<file path="src/rtl/fwd_pkg.sv">
// fwd_pkg
//   Shared types and constants for the forwarding / hazard controller.
//   - Forward-select encodings used on ex_fwd_sel.
//   - Scoreboard entry types. The EX entry carries the load flag because the
//     load-use decision is made against EX only. Once a load has left EX its
//     data is forwardable like any ALU result, so MEM and WB keep only the tag.
package fwd_pkg;

  // Widest register number the scoreboard can hold. Narrower REG_W values
  // are zero-extended into this field.
  localparam int MAX_REG_W = 8;

  localparam logic [1:0] FWD_RF    = 2'b00;  // read the register file
  localparam logic [1:0] FWD_EXMEM = 2'b01;  // EX/MEM pipeline register
  localparam logic [1:0] FWD_MEMWB = 2'b10;  // MEM/WB pipeline register
  localparam logic [1:0] FWD_WB    = 2'b11;  // WB write-through

  // Full entry, used for the instruction entering or sitting in EX.
  typedef struct packed {
    logic                 v;
    logic                 wr;
    logic [MAX_REG_W-1:0] dst;
    logic                 ld;
  } sb_entry_t;

  // Tag-only entry, used for MEM and WB.
  typedef struct packed {
    logic                 v;
    logic                 wr;
    logic [MAX_REG_W-1:0] dst;
  } sb_tag_t;

  localparam int SB_W  = $bits(sb_entry_t);
  localparam int TAG_W = $bits(sb_tag_t);

  function automatic sb_tag_t tag_of(input sb_entry_t e);
    sb_tag_t t;
    t.v   = e.v;
    t.wr  = e.wr;
    t.dst = e.dst;
    return t;
  endfunction

endpackage

</file>
<file path="src/rtl/fwd_src_match.sv">
// fwd_src_match
//   Compares one ID source operand against the EX, MEM and WB scoreboard
//   entries and produces the forward select for that operand plus a
//   load-use hit flag.
// Ports:
//   i_id_valid   ID stage holds a valid instruction
//   i_src_valid  this operand is actually read
//   i_src_reg    source register number
//   i_ex         EX entry (packed sb_entry_t)
//   i_mem        MEM tag (packed sb_tag_t)
//   i_wb         WB tag (packed sb_tag_t)
//   o_sel        forward select, newest producer first
//   o_lu_hit     operand depends on a load currently in EX
module fwd_src_match
  import fwd_pkg::*;
#(
  parameter int REG_W     = 3,
  parameter int ZERO_HARD = 0
) (
  input  logic             i_id_valid,
  input  logic             i_src_valid,
  input  logic [REG_W-1:0] i_src_reg,
  input  logic [SB_W-1:0]  i_ex,
  input  logic [TAG_W-1:0] i_mem,
  input  logic [TAG_W-1:0] i_wb,
  output logic [1:0]       o_sel,
  output logic             o_lu_hit
);

  sb_entry_t            w_ex;
  sb_tag_t              w_mem;
  sb_tag_t              w_wb;
  logic [MAX_REG_W-1:0] w_src_ext;
  logic                 w_src_ok;
  logic                 w_hit_ex;
  logic                 w_hit_mem;
  logic                 w_hit_wb;

  assign w_ex  = sb_entry_t'(i_ex);
  assign w_mem = sb_tag_t'(i_mem);
  assign w_wb  = sb_tag_t'(i_wb);

  // Qualify the operand once; a hard-wired r0 never creates a dependency.
  always_comb begin
    w_src_ext                = '0;
    w_src_ext[REG_W-1:0]     = i_src_reg;
    w_src_ok                 = i_id_valid & i_src_valid;
    if ((ZERO_HARD != 0) && (i_src_reg == '0)) begin
      w_src_ok = 1'b0;
    end
  end

  assign w_hit_ex  = w_src_ok & w_ex.v  & w_ex.wr  & (w_ex.dst  == w_src_ext);
  assign w_hit_mem = w_src_ok & w_mem.v & w_mem.wr & (w_mem.dst == w_src_ext);
  assign w_hit_wb  = w_src_ok & w_wb.v  & w_wb.wr  & (w_wb.dst  == w_src_ext);

  assign o_lu_hit = w_hit_ex & w_ex.ld;

  // Youngest producer wins. A load in EX has no data yet, so it is skipped
  // here; the resulting stall makes this select irrelevant for that cycle.
  always_comb begin
    o_sel = FWD_RF;
    if (w_hit_ex && !w_ex.ld) begin
      o_sel = FWD_EXMEM;
    end else if (w_hit_mem) begin
      o_sel = FWD_MEMWB;
    end else if (w_hit_wb) begin
      o_sel = FWD_WB;
    end
  end

endmodule

</file>
<file path="src/rtl/fwd_hazard_ctl.sv">
// fwd_hazard_ctl
//   Forwarding and hazard controller for a 5-stage pipe. Keeps a three-deep
//   in-flight write scoreboard (EX, MEM, WB), computes forward selects in ID
//   and registers them into EX, and generates load-use / memory-busy stalls,
//   bubble insertion and flush handling.
// Ports:
//   clk, rst_n      clock, synchronous active-low reset
//   id_valid        valid instruction in ID
//   id_src_valid    per-source "operand is read" flags
//   id_src_reg      packed source register numbers, src i at [i*REG_W +: REG_W]
//   id_wr_en        ID instruction writes the register file
//   id_dst_reg      ID destination register
//   id_is_load      ID instruction is a load
//   mem_busy        data memory not ready, whole pipe freezes
//   flush           kill the ID instruction
//   stall           hold PC and IF/ID (combinational)
//   ex_bubble       EX holds a bubble this cycle (registered)
//   ex_fwd_sel      per-source forward select for the EX instruction (registered)
// Handshake: there is no valid/ready pair here; stall is the single
//   back-pressure signal and is valid in the same cycle as the ID inputs.
module fwd_hazard_ctl
  import fwd_pkg::*;
#(
  parameter int REG_W     = 3,
  parameter int NUM_SRC   = 2,
  parameter int ZERO_HARD = 0
) (
  input  logic                     clk,
  input  logic                     rst_n,
  input  logic                     id_valid,
  input  logic [NUM_SRC-1:0]       id_src_valid,
  input  logic [NUM_SRC*REG_W-1:0] id_src_reg,
  input  logic                     id_wr_en,
  input  logic [REG_W-1:0]         id_dst_reg,
  input  logic                     id_is_load,
  input  logic                     mem_busy,
  input  logic                     flush,
  output logic                     stall,
  output logic                     ex_bubble,
  output logic [NUM_SRC*2-1:0]     ex_fwd_sel
);

  sb_entry_t              r_ex;
  sb_tag_t                r_mem;
  sb_tag_t                r_wb;
  logic                   r_bubble;
  logic [NUM_SRC*2-1:0]   r_sel;

  sb_entry_t              w_id_ent;
  logic [NUM_SRC-1:0]     w_lu_hit;
  logic [NUM_SRC*2-1:0]   w_sel;
  logic                   w_lu;
  logic                   w_issue;

  for (genvar g = 0; g < NUM_SRC; g++) begin : g_src
    fwd_src_match #(
      .REG_W     (REG_W),
      .ZERO_HARD (ZERO_HARD)
    ) u_match (
      .i_id_valid  (id_valid),
      .i_src_valid (id_src_valid[g]),
      .i_src_reg   (id_src_reg[g*REG_W +: REG_W]),
      .i_ex        (r_ex),
      .i_mem       (r_mem),
      .i_wb        (r_wb),
      .o_sel       (w_sel[2*g +: 2]),
      .o_lu_hit    (w_lu_hit[g])
    );
  end

  always_comb begin
    w_id_ent                = '0;
    w_id_ent.v              = 1'b1;
    w_id_ent.wr             = id_wr_en;
    w_id_ent.dst[REG_W-1:0] = id_dst_reg;
    w_id_ent.ld             = id_is_load;
  end

  // Priority: mem_busy freezes everything, flush overrides a load-use stall.
  assign w_lu    = |w_lu_hit;
  assign w_issue = id_valid & ~flush & ~w_lu;
  assign stall   = mem_busy | (w_lu & ~flush);

  always_ff @(posedge clk) begin
    if (!rst_n) begin
      r_ex     <= '0;
      r_mem    <= '0;
      r_wb     <= '0;
      r_bubble <= 1'b1;
      r_sel    <= '0;
    end else if (!mem_busy) begin
      r_wb     <= r_mem;
      r_mem    <= tag_of(r_ex);
      r_ex     <= w_issue ? w_id_ent : '0;
      r_bubble <= ~w_issue;
      r_sel    <= w_issue ? w_sel : '0;
    end
  end

  assign ex_bubble  = r_bubble;
  assign ex_fwd_sel = r_sel;

endmodule

</file>
<file path="config.mk">
export PLATFORM = sky130hd
export DESIGN_NAME = fwd_hazard_ctl
export DESIGN_NICKNAME = d
export VERILOG_FILES = /design/src/rtl/fwd_pkg.sv /design/src/rtl/fwd_src_match.sv /design/src/rtl/fwd_hazard_ctl.sv
export SDC_FILE = /design/constraint.sdc
export NUM_CORES = 1
export LEC_CHECK = 0
export BUFFER_PORTS_ARGS = -buffer_cell sky130_fd_sc_hd__buf_2
export CORE_MARGIN = 10
export CORE_UTILIZATION = 54
export CTS_CLUSTER_SIZE = 10
export DETAILED_ROUTE_END_ITERATION = 10
export GPL_ROUTABILITY_DRIVEN = 0
export PLACE_DENSITY = 0.79
export SKIP_LAST_GASP = 1
export SYNTH_ARGS = -nofsm -noshare
export SYNTH_HDL_FRONTEND = slang
export SYNTH_SLANG_ARGS = --single-unit
</file>
<file path="constraint.sdc">
create_clock -name clk -period 3.5 [get_ports clk]
set_input_delay 0.525 -clock clk [delete_from_list [all_inputs] [get_ports clk]]
set_output_delay 0.525 -clock clk [all_outputs]
set_load 0.01 [all_outputs]
</file>
==> flow_summary.toml, run 1 <==
[global_routing]
wire_length_of_the_first_global_routing_pass_mm = 4.13
antenna_found_initial = 0
grt_start_max_net_pins = 28
number_of_global_route_vias_before_repair = 951
globalRouteTotalUtil = 0.121
grt_remaining_overflow = 0

[setup_path]
timing.critical_path.to_type = "output pin"
startpoint = "r_ex[1]"
crit_required_ps = 2970
worstSetupStartpointType = "flop"
crit_path_max_incr_delay_ps = 380
cp_data_arrival_time_ps = 1730
path_cells = "xor2_1 -> nor4_2 -> o21ai_1 -> o21bai_1 -> buf_2"
path_max_fanout = 4
timing.setup.critical_path_class = "flop to output pin"
rr_startpoint = "r_ex[1]"
cp.buffers_inverters = 1
cpLargestDelayFamily = "simple AND/OR/NAND/NOR gates"
critical-path-slowest-cell = "sky130_fd_sc_hd__nor4_2"

[sta]
rsz0062_at_grt = "false"
final.setup.tns_ps = 0
normalized_max_slew_margin = 0.669
report.final.slew_viol_count = 0
setup_ws_ps = 1240
finClkSkew_ps = 2.49
report.final.setup_viol = 0
fin_crit_sh = 0.645
min_period_ps = 2260
finalHoldViolations = 0
fmax_ghz = 0.443
tightest_slew_ps = 497

[flow_run]
drv.max_cap_violation_count = 0

[drt]
wl_met2_mm = 1.18
dr.max_layer_used = "met4"
detailedRoute.firstPassIterationCount = 4
wirelength_mm = 2.38
route.detailed.wl_per_inst_um = 14.2
wl_met1_mm = 1.07
met3WireLength_um = 107
drt_first_iter_violations = 46
via_to_cell_ratio = 5.43
post-route-drc-count = 0
drtAntennaViolNets = 0
dr_total_vias = 906

[yosys]
synth-edff-count = 0
synthesis.nets = 137
post_synth_instance_area_mm2 = 0.00109
average_size_of_a_mapped_cell_um2 = 9.18
synth-seq-area-share = 0.385
synth.distinct_cells = 28
synth-compound-area-share = 0.0848
synth-xor-area-share = 0.144
synthSimpleGateAreaFrac = 0.269
yosys.area.top_type = "sky130_fd_sc_hd__dfxtp_1"
asyncSetResetFlopFracSynth = 0
synth_top_family_by_area = "simple AND/OR/NAND/NOR gates"
yosys-mux-area-fraction = 0.0916
netlist_top_cells_area = "sky130_fd_sc_hd__dfxtp_1 (38%), sky130_fd_sc_hd__xor2_1 (13%), sky130_fd_sc_hd__mux2i_1 (9.2%)"
synth_ff_type = "sky130_fd_sc_hd__dfxtp_1"
synth_fa_ha_area_frac = 0
yosys_warning_total = 0
synth-seq-cells = 21
area_share_of_the_largest_cell_type_after_synthesis = 0.385
syn-instance-count = 119

[finish]
num-fill-cells = 168
insertedDiodeCount = 0
layout_common_cells = "sky130_fd_sc_hd__buf_2 (23), sky130_fd_sc_hd__dfxtp_1 (21), sky130_fd_sc_hd__xor2_1 (16)"
syn2layout_area_growth_pct = 14.0
drive_gt1_frac = 0.236
multi_input_comb_area_um2 = 644
seq_area_um2 = 420
numnets_final = 159
final_common_cell = "sky130_fd_sc_hd__buf_2"

[pwr]
p_per_area_mw_per_mm2 = 328
p_leak_uw = 0.000528
peakVddDrop_v = 0.000250

[die]
floorplan.initialDensity = 0.563
core.rowCount = 16
floorplan.core_area_mm2 = 0.00194
die_height_um = 65.0
io_pins = 24
die_outline_area_mm2 = 0.00422
die_w_um = 65.0

[hold_path]
source_of_the_worst_hold_timing_path = "id_dst_reg[0]"
timing.hold.worst.class = "input pin to flop"

[clocking]
htreeDepth = 1
cts-resized-gates = 0
cts_max_path_buffers = 2
cts_hold_repair.buffers = 0
cts.repair_timing.setup_buffer_count = 0
cts_made_buffers = 3
clk_pin_slew_ps = 110
clock_latency_ps = 300
cts-root-buf = "sky130_fd_sc_hd__clkbuf_4"
cts_tree = "built"
cts_sinks = 21

[placement]
place_hpwl_mm = 1.83
place_ws_ps = 1350
place.port_buffers = 23

[outcome]
run_status = "finished, final reports clean"
power by group:
group / internal, uW / leakage (uW) / total, uW / switching (uW)
clock: 42.5 / 0.0000177 / 114 / 71.2
sequential: 242 / 0.000170 / 246 / 3.65
combinational: 20.7 / 0.000340 / 48.4 / 27.6
routing by layer:
| layer | track usage | vias to the layer above |
|---|---|---|
| met2 | 0.204 | 19 |
| li1 | - | 459 |
| met3 | 0.0344 | 2 |
| met4 | 0.0561 | 0 |
| met1 | 0.139 | 426 |
| met5 | 0 | - |
worst register-to-register path, cell delays in order, from the launching register on:
cell and delay (ps):
sky130_fd_sc_hd__dfxtp_1 370, sky130_fd_sc_hd__xor2_1 200, sky130_fd_sc_hd__nor4_2 380, sky130_fd_sc_hd__o21ai_1 170, sky130_fd_sc_hd__nand2_1 200, sky130_fd_sc_hd__a21boi_0 120
cells by family after synthesis:
kind of cell | count (synthesis)
AO/OA/AOI/OAI | 15
multiplexers | 10
flip-flops | 21
XOR/XNOR | 18
buffers and inverters | 7
AND/OR/NAND/NOR | 48
area by class of cell:
type / instances / area share
Clock buffer: 3 / 0.0181
Clock inverter: 1 / 0.00402
Inverter: 1 / 0.00302
Multi-Input combinational cell: 91 / 0.518
Sequential cell: 21 / 0.338
Tap cell: 27 / 0.0271
Timing Repair Buffer: 23 / 0.0925
flip-flops by register name, summed over array words and instances (netlist names):
| signal | count |
|---|---|
| r_mem | 5 |
| ex_bubble | 1 |
| r_wb | 5 |
| ex_fwd_sel | 4 |
| r_ex | 6 |
per-stage QoR:
step,instance area [um^2],util,instances,total power (uW),hold slack (ps)
2_1_floorplan,1090,-,119,280,472
3_3_place_gp,1220,0.627,163,298,462
3_5_place_dp,1220,0.627,163,299,472
4_1_cts,1240,0.641,167,412,449
5_1_grt,1240,0.641,167,433,448
6_report,1240,0.641,167,408,458
synth_stat cells (2+ instances only):
cell,n
sky130_fd_sc_hd__dfxtp_1,21
sky130_fd_sc_hd__xor2_1,16
sky130_fd_sc_hd__mux2i_1,10
sky130_fd_sc_hd__nand3_1,10
sky130_fd_sc_hd__nor2b_1,10
sky130_fd_sc_hd__nand2_1,9
sky130_fd_sc_hd__o21ai_0,8
sky130_fd_sc_hd__nand4_1,6
sky130_fd_sc_hd__clkbuf_1,5
sky130_fd_sc_hd__nor4_1,3
sky130_fd_sc_hd__nor2_1,2
sky130_fd_sc_hd__o21ai_1,2
sky130_fd_sc_hd__xnor2_1,2
path summary, 6_finish.rpt:
kind	slack (ps)	to	cells after the start
worst max register to register	1950	r_ex[10]	5
worst max-delay path	1240	stall	5
worst min register to register	490	ex_fwd_sel[2]	2
worst min-delay path	460	r_ex[1]	3
(Power assumes the default switching activity.)
==> run 2: changes to the inputs <==
--- a/config.mk
+++ b/config.mk
@@ -5,13 +5,14 @@
 export SDC_FILE = /design/constraint.sdc
 export NUM_CORES = 1
 export LEC_CHECK = 0
+export ABC_AREA = 1
 export BUFFER_PORTS_ARGS = -buffer_cell sky130_fd_sc_hd__buf_2
 export CORE_MARGIN = 10
-export CORE_UTILIZATION = 54
+export CORE_UTILIZATION = 53
 export CTS_CLUSTER_SIZE = 10
 export DETAILED_ROUTE_END_ITERATION = 10
 export GPL_ROUTABILITY_DRIVEN = 0
-export PLACE_DENSITY = 0.79
+export PLACE_DENSITY = 0.77
 export SKIP_LAST_GASP = 1
 export SYNTH_ARGS = -nofsm -noshare
 export SYNTH_HDL_FRONTEND = slang
==> constraint.sdc (replaced) <==
create_clock -name clk -period 2.1 [get_ports clk]
set_input_delay 0.315 -clock clk [delete_from_list [all_inputs] [get_ports clk]]
set_output_delay 0.315 -clock clk [all_outputs]
set_load 0.01 [all_outputs]
==> run 2 against run 1 <==
Core utilization down 2.2 points. Count of clock-buffer cells in the layout up 1. Largest power group unchanged. Cell count up 52%. Highest routed layer unchanged. Combinational power up 140%. Sequential power up 73%.
==> flow_summary.toml, run 2 <==
[global_routing]
grt_start_max_net_pins = 28
globalRouteTotalUtil = 0.135
wire_length_of_the_first_global_routing_pass_mm = 4.92
grt_remaining_overflow = 0
number_of_global_route_vias_before_repair = 1230
antenna_found_initial = 0

[clocking]
cts_tree = "built"
cts_max_path_buffers = 2
clock_latency_ps = 300
htreeDepth = 1
cts_sinks = 21
cts-root-buf = "sky130_fd_sc_hd__clkbuf_4"
clk_pin_slew_ps = 110
cts_made_buffers = 3

[die]
die_outline_area_mm2 = 0.00455
die_w_um = 67.5
die_height_um = 67.5
io_pins = 24
core.rowCount = 17
floorplan.initialDensity = 0.550
floorplan.core_area_mm2 = 0.00217

[yosys]
synth_most_common_cell = "sky130_fd_sc_hd__nand2_1"
yosys_warning_total = 0
yosys.area.top_type = "sky130_fd_sc_hd__dfxtp_1"
synth-seq-cells = 21
average_size_of_a_mapped_cell_um2 = 5.85
synth.distinct_cells = 17
area_share_of_the_largest_cell_type_after_synthesis = 0.352
post_synth_instance_area_mm2 = 0.00119
synth-seq-area-share = 0.352
synthesis.nets = 222
synth_ff_type = "sky130_fd_sc_hd__dfxtp_1"
asyncSetResetFlopFracSynth = 0
synth-edff-count = 0
netlist_top_cells_area = "sky130_fd_sc_hd__dfxtp_1 (35%), sky130_fd_sc_hd__nand2_1 (28%), sky130_fd_sc_hd__inv_1 (7.2%)"
syn-instance-count = 204
yosys-top-cells-count = "sky130_fd_sc_hd__nand2_1 (89), sky130_fd_sc_hd__inv_1 (23), sky130_fd_sc_hd__dfxtp_1 (21), sky130_fd_sc_hd__nor2_1 (17), sky130_fd_sc_hd__a21oi_1 (16)"

[hold_path]
holdPathEnd = "r_ex[3]"
timing.hold.worst.class = "input pin to flop"
hold_depth = 3
source_of_the_worst_hold_timing_path = "id_dst_reg[2]"

[sta]
final.setup.tns_ps = 0
tightest_slew_ps = 424
finalHoldViolations = 0
rsz0062_at_grt = "false"
report.final.setup_viol = 0
fmax_ghz = 0.521
report.final.slew_viol_count = 0
min_period_ps = 1920
finClkSkew_ps = 3.60
fin_crit_sh = 0.914
normalized_max_slew_margin = 0.717

[setup_path]
critical_path.reg2reg.endpoint = "ex_bubble"
cp_data_arrival_time_ps = 1610
timing.setup.critical_path_class = "flop to output pin"
reg2reg_depth = 10
timing.critical_path.to_type = "output pin"
reg2reg_setup_slack_ps = 770
worstSetupStartpointType = "flop"
rr_startpoint = "r_ex[2]"
path_max_fanout = 11
crit_required_ps = 1780

[drt]
route.detailed.wl_per_inst_um = 11.6
dr_total_vias = 1282
post-route-drc-count = 0
via_to_cell_ratio = 5.05
detailedRoute.firstPassIterationCount = 4
drt_first_iter_violations = 79
drtAntennaViolNets = 0
wirelength_mm = 2.95

[finish]
multi_input_comb_area_um2 = 652
final_common_cell = "sky130_fd_sc_hd__nand2_1"
drive_gt1_frac = 0.155
regMostFlops = "r_ex"
numnets_final = 245
seq_area_um2 = 422
finalNonFillerCells = 254
largest_reg_flops = 6
num-fill-cells = 256
utilization = 0.619
reg.largest.list = "r_ex (6), r_mem (5), r_wb (5)"
syn2layout_area_growth_pct = 12.6
insertedDiodeCount = 0
layout_common_cells = "sky130_fd_sc_hd__nand2_1 (89), sky130_fd_sc_hd__inv_1 (23), sky130_fd_sc_hd__buf_2 (23)"

[flow_run]
drv.max_cap_violation_count = 0

[placement]
place.port_buffers = 23
place_hpwl_mm = 2.34
dp_cells = 250

[pwr]
peakVddDrop_v = 0.000567
finalPower_uw = 736
p_per_area_mw_per_mm2 = 548
p_leak_uw = 0.000695

[outcome]
run_status = "finished, final reports clean"
==> run 2: cell types whose count changed after synthesis, sizes merged, moves of 5 or more <==
| cell | delta |
|---|---|
| nand4 | -6 |
| a21oi | +15 |
| nor4 | -5 |
| nand2 | +81 |
| nor2 | +19 |
| xor2 | -16 |
| nor2b | -11 |
| inv | +23 |
| mux2i | -10 |
==> run 2: worst max-delay path by stage <==
| stage | to | startpoint | slack, ps |
|---|---|---|---|
| after floorplan | stall | r_ex[3] | 720 |
| after global placement | stall | id_valid | 510 |
| after detailed placement | stall | id_src_reg[2] | 480 |
| after CTS | stall | r_ex[3] | 160 |
| after global routing | stall | r_ex[2] | 50 |
| final | stall | r_ex[2] | 180 |
==> run 2: routing by layer <==
layer  track usage  vias to the layer above  part of all wire
met2         0.243                       32              0.48
met4        0.0462                        0             0.018
met1         0.150                      566              0.45
met3        0.0364                        9             0.057
met5             0                        -                 0
li1              -                      675                 -
==> run 2: cell families after synthesis <==
family,Yosys count,share of synthesized area
buffers and inverters,30,0.102
and+or+nand+nor,124,0.418
AOI/OAI and AO/OA,29,0.128
DFF,21,0.352
==> run 2: per-stage QoR <==
step,setup slack (ps),hold slack (ps),area [um^2]
2_1_floorplan,723,453,1190
3_3_place_gp,514,449,1320
3_5_place_dp,481,449,1320
4_1_cts,159,257,1340
5_1_grt,50.7,269,1340
6_report,180,259,1340
==> run 2: cell type report <==
class                           count  share of cell area
Clock buffer                        4              0.0196
Inverter                           25              0.0698
Multi-Input combinational cell    153               0.485
Sequential cell                    21               0.314
Tap cell                           28              0.0261
Timing Repair Buffer               23              0.0857
==> run 2: power by group <==
group          switching [uW]  total [uW]  leakage, uW  internal [uW]
clock                     121         195    0.0000150           74.2
combinational            75.0         116     0.000508           41.1
sequential               11.6         425     0.000172            413
==> run 2: what timing repair did <==
| action | CTS | global route |
|---|---|---|
| hold buffers | 0 | 0 |
| resized for setup | 0 | 1 |
| setup endpoints to repair | 0 | 1 |
| buffers inserted | 0 | 0 |
==> run 2: critical path, cell delays in order (launching register included) <==
cell and delay [ps]:
sky130_fd_sc_hd__dfxtp_1 410, sky130_fd_sc_hd__inv_1 100, sky130_fd_sc_hd__nand2_1 60, sky130_fd_sc_hd__nand2_1 60, sky130_fd_sc_hd__nor2_2 120, sky130_fd_sc_hd__nand2_1 70, sky130_fd_sc_hd__nand2_1 80, sky130_fd_sc_hd__nand2_2 130
sky130_fd_sc_hd__o21ai_2 130, sky130_fd_sc_hd__buf_2 140
==> run 3: changes to the inputs <==
--- a/config.mk
+++ b/config.mk
@@ -7,12 +7,15 @@
 export LEC_CHECK = 0
 export ABC_AREA = 1
 export BUFFER_PORTS_ARGS = -buffer_cell sky130_fd_sc_hd__buf_2
+export CELL_PAD_IN_SITES_DETAIL_PLACEMENT = 1
+export CELL_PAD_IN_SITES_GLOBAL_PLACEMENT = 1
 export CORE_MARGIN = 10
-export CORE_UTILIZATION = 53
+export CORE_UTILIZATION = 39
+export CTS_CLUSTER_DIAMETER = 150
 export CTS_CLUSTER_SIZE = 10
 export DETAILED_ROUTE_END_ITERATION = 10
 export GPL_ROUTABILITY_DRIVEN = 0
-export PLACE_DENSITY = 0.77
+export PLACE_DENSITY = 0.83
 export SKIP_LAST_GASP = 1
 export SYNTH_ARGS = -nofsm -noshare
 export SYNTH_HDL_FRONTEND = slang
==> constraint.sdc (replaced) <==
create_clock -name clk -period 2.4 [get_ports clk]
set_input_delay 0.36 -clock clk [delete_from_list [all_inputs] [get_ports clk]]
set_output_delay 0.36 -clock clk [all_outputs]
set_load 0.01 [all_outputs]
==> run 3 against run 2 <==
Critical path depth unchanged. Final area increased by 0.65%. Count of clock-buffer cells in the layout decreased by 1. Wire length increased by 9.1%. Sequential share of layout area decreased by 0.30 points. Clock power decreased by 7%. Worst setup slack improved by 200 ps. Register-to-register slack improved by 230 ps. Die area increased by 25%. Core utilization decreased by 17 points. Global-route usage decreased by 0.98 points. Highest routed layer unchanged.
==> flow_summary.toml, run 3 (synthesized netlist as in run 2, its figures left out) <==
[pwr]
peakVddDrop_v = 0.000199
p_per_area_mw_per_mm2 = 484
p_leak_uw = 0.000693

[die]
floorplan.core_area_mm2 = 0.00300
die_height_um = 75.3
floorplan.initialDensity = 0.398
io_pins = 24
die_outline_area_mm2 = 0.00567
die_w_um = 75.3
core.rowCount = 20

[hold_path]
hold_depth = 3
holdPathEnd = "r_ex[3]"
timing.hold.worst.class = "input pin to flop"
source_of_the_worst_hold_timing_path = "id_dst_reg[2]"

[drt]
detailedRoute.firstPassIterationCount = 4
route.detailed.wl_per_inst_um = 12.4
post-route-drc-count = 0
via_to_cell_ratio = 4.83
dr_total_vias = 1252
drtAntennaViolNets = 0
drt_first_iter_violations = 46
wirelength_mm = 3.22

[sta]
min_period_ps = 2020
final.setup.tns_ps = 0
rsz0062_at_grt = "false"
tightest_slew_ps = 449
normalized_max_slew_margin = 0.701
setup_ws_ps = 383
fin_crit_sh = 0.840
fmax_ghz = 0.496
finClkSkew_ps = 8.27
finalHoldViolations = 0
report.final.slew_viol_count = 0
report.final.setup_viol = 0
hold-worst-slack_ps = 305

[flow_run]
drv.max_cap_violation_count = 0

[clocking]
cts_hold_repair.buffers = 0
htreeDepth = 1
cts_made_buffers = 3
cts_max_path_buffers = 2
cts_tree = "built"
clk_pin_slew_ps = 130
cts-resized-gates = 0
cts-root-buf = "sky130_fd_sc_hd__clkbuf_4"
cts_sinks = 21
clock_latency_ps = 310
cts.repair_timing.setup_buffer_count = 0

[setup_path]
reg2reg_setup_slack_ps = 1000
path_common_cell = "sky130_fd_sc_hd__nand2_1"
worstSetupStartpointType = "flop"
crit_required_ps = 2040
path_max_fanout = 11
critical-path-slowest-cell = "sky130_fd_sc_hd__dfxtp_1"
timing.critical_path.to_type = "output pin"
timing.setup.critical_path_class = "flop to output pin"
reg2reg_depth = 10
path_cells = "inv_1 -> nand2_1 -> nand2_1 -> nor2_2 -> nand2_1 -> nand2_1 -> nand2_2 -> o21ai_2 -> buf_2"
rr_startpoint = "r_ex[3]"
cp_data_arrival_time_ps = 1660
critical_path.reg2reg.endpoint = "ex_bubble"
crit_path_max_incr_delay_ps = 430

[finish]
regMostFlops = "r_ex"
num-fill-cells = 453
postLayoutCellArea_mm2 = 0.00135
layout_common_cells = "sky130_fd_sc_hd__nand2_1 (89), sky130_fd_sc_hd__inv_1 (23), sky130_fd_sc_hd__buf_2 (23)"
numnets_final = 245
drive_gt1_frac = 0.155
reg.largest.list = "r_ex (6), r_mem (5), r_wb (5)"
finalNonFillerCells = 259
final_common_cell = "sky130_fd_sc_hd__nand2_1"
largest_reg_flops = 6
syn2layout_area_growth_pct = 13.3
insertedDiodeCount = 0

[placement]
dp_cells = 255
place.port_buffers = 23
place_ws_ps = 672
place_hpwl_mm = 2.53
placed_cell_area_mm2 = 0.00132

[global_routing]
wire_length_of_the_first_global_routing_pass_mm = 5.69
antenna_found_initial = 0
grt_remaining_overflow = 0
grt_start_max_net_pins = 28
globalRouteTotalUtil = 0.126
number_of_global_route_vias_before_repair = 1282

[outcome]
run_status = "finished, final reports clean"
run 3: cell count changes in the layout (fill, tap and decap cells not counted):
cell | before | now
sky130_fd_sc_hd__dfxtp_2 | 1 | 0
sky130_fd_sc_hd__dfxtp_1 | 20 | 21
sky130_fd_sc_hd__clkbuf_1 | 1 | 0
sky130_fd_sc_hd__clkinvlp_4 | 0 | 1
run 3: per-layer routing:
metal / share of wire / vias to the layer above / global-route usage
li1: - / 670 / -
met1: 0.50 / 559 / 0.159
met2: 0.45 / 19 / 0.210
met3: 0.035 / 4 / 0.0273
met4: 0.0084 / 0 / 0.0309
met5: 0 / - / 0
run 3: worst max-delay path by stage:
stage               slack (ps)  endpoint  cells after the start      from
floorplan                  960     stall                      9  id_valid
global placement           700     stall                     10  id_valid
detailed placement         670     stall                     10  id_valid
CTS                        380     stall                      9   r_ex[3]
global route               190     stall                      9   r_ex[1]
finish                     380     stall                      9   r_ex[3]
run 3: per-stage QoR:
step	utilization	power, uW
2_1_floorplan	-	443
3_3_place_gp	0.440	479
3_5_place_dp	0.440	481
4_1_cts	0.450	661
5_1_grt	0.450	694
6_report	0.450	654
run 3: layout make-up:
| class | instances | area, um^2 | area share |
|---|---|---|---|
| multi-input cells | 153 | 652 | 0.482 |
| clock inverters | 1 | 7.51 | 0.00555 |
| inverters | 25 | 93.8 | 0.0694 |
| well taps | 33 | 41.3 | 0.0305 |
| repair buffers | 23 | 115 | 0.0851 |
| flip-flops and latches | 21 | 420 | 0.311 |
| clock buffers | 3 | 22.5 | 0.0167 |
run 3: worst max-delay path: cells and delay by family (launching register included):
kind,cells,cell delay (ps)
and+or+nand+nor,6,560
DFF,1,430
buffers and inverters,2,220
AOI/OAI and AO/OA,1,140
run 3: power by group:
group	internal [uW]	total, uW	leakage, uW	switching (uW)
clock network	63.5	181	0.0000139	118
logic	35.9	101	0.000508	65.3
registers	362	371	0.000172	9.84
total	461	654	0.000693	193
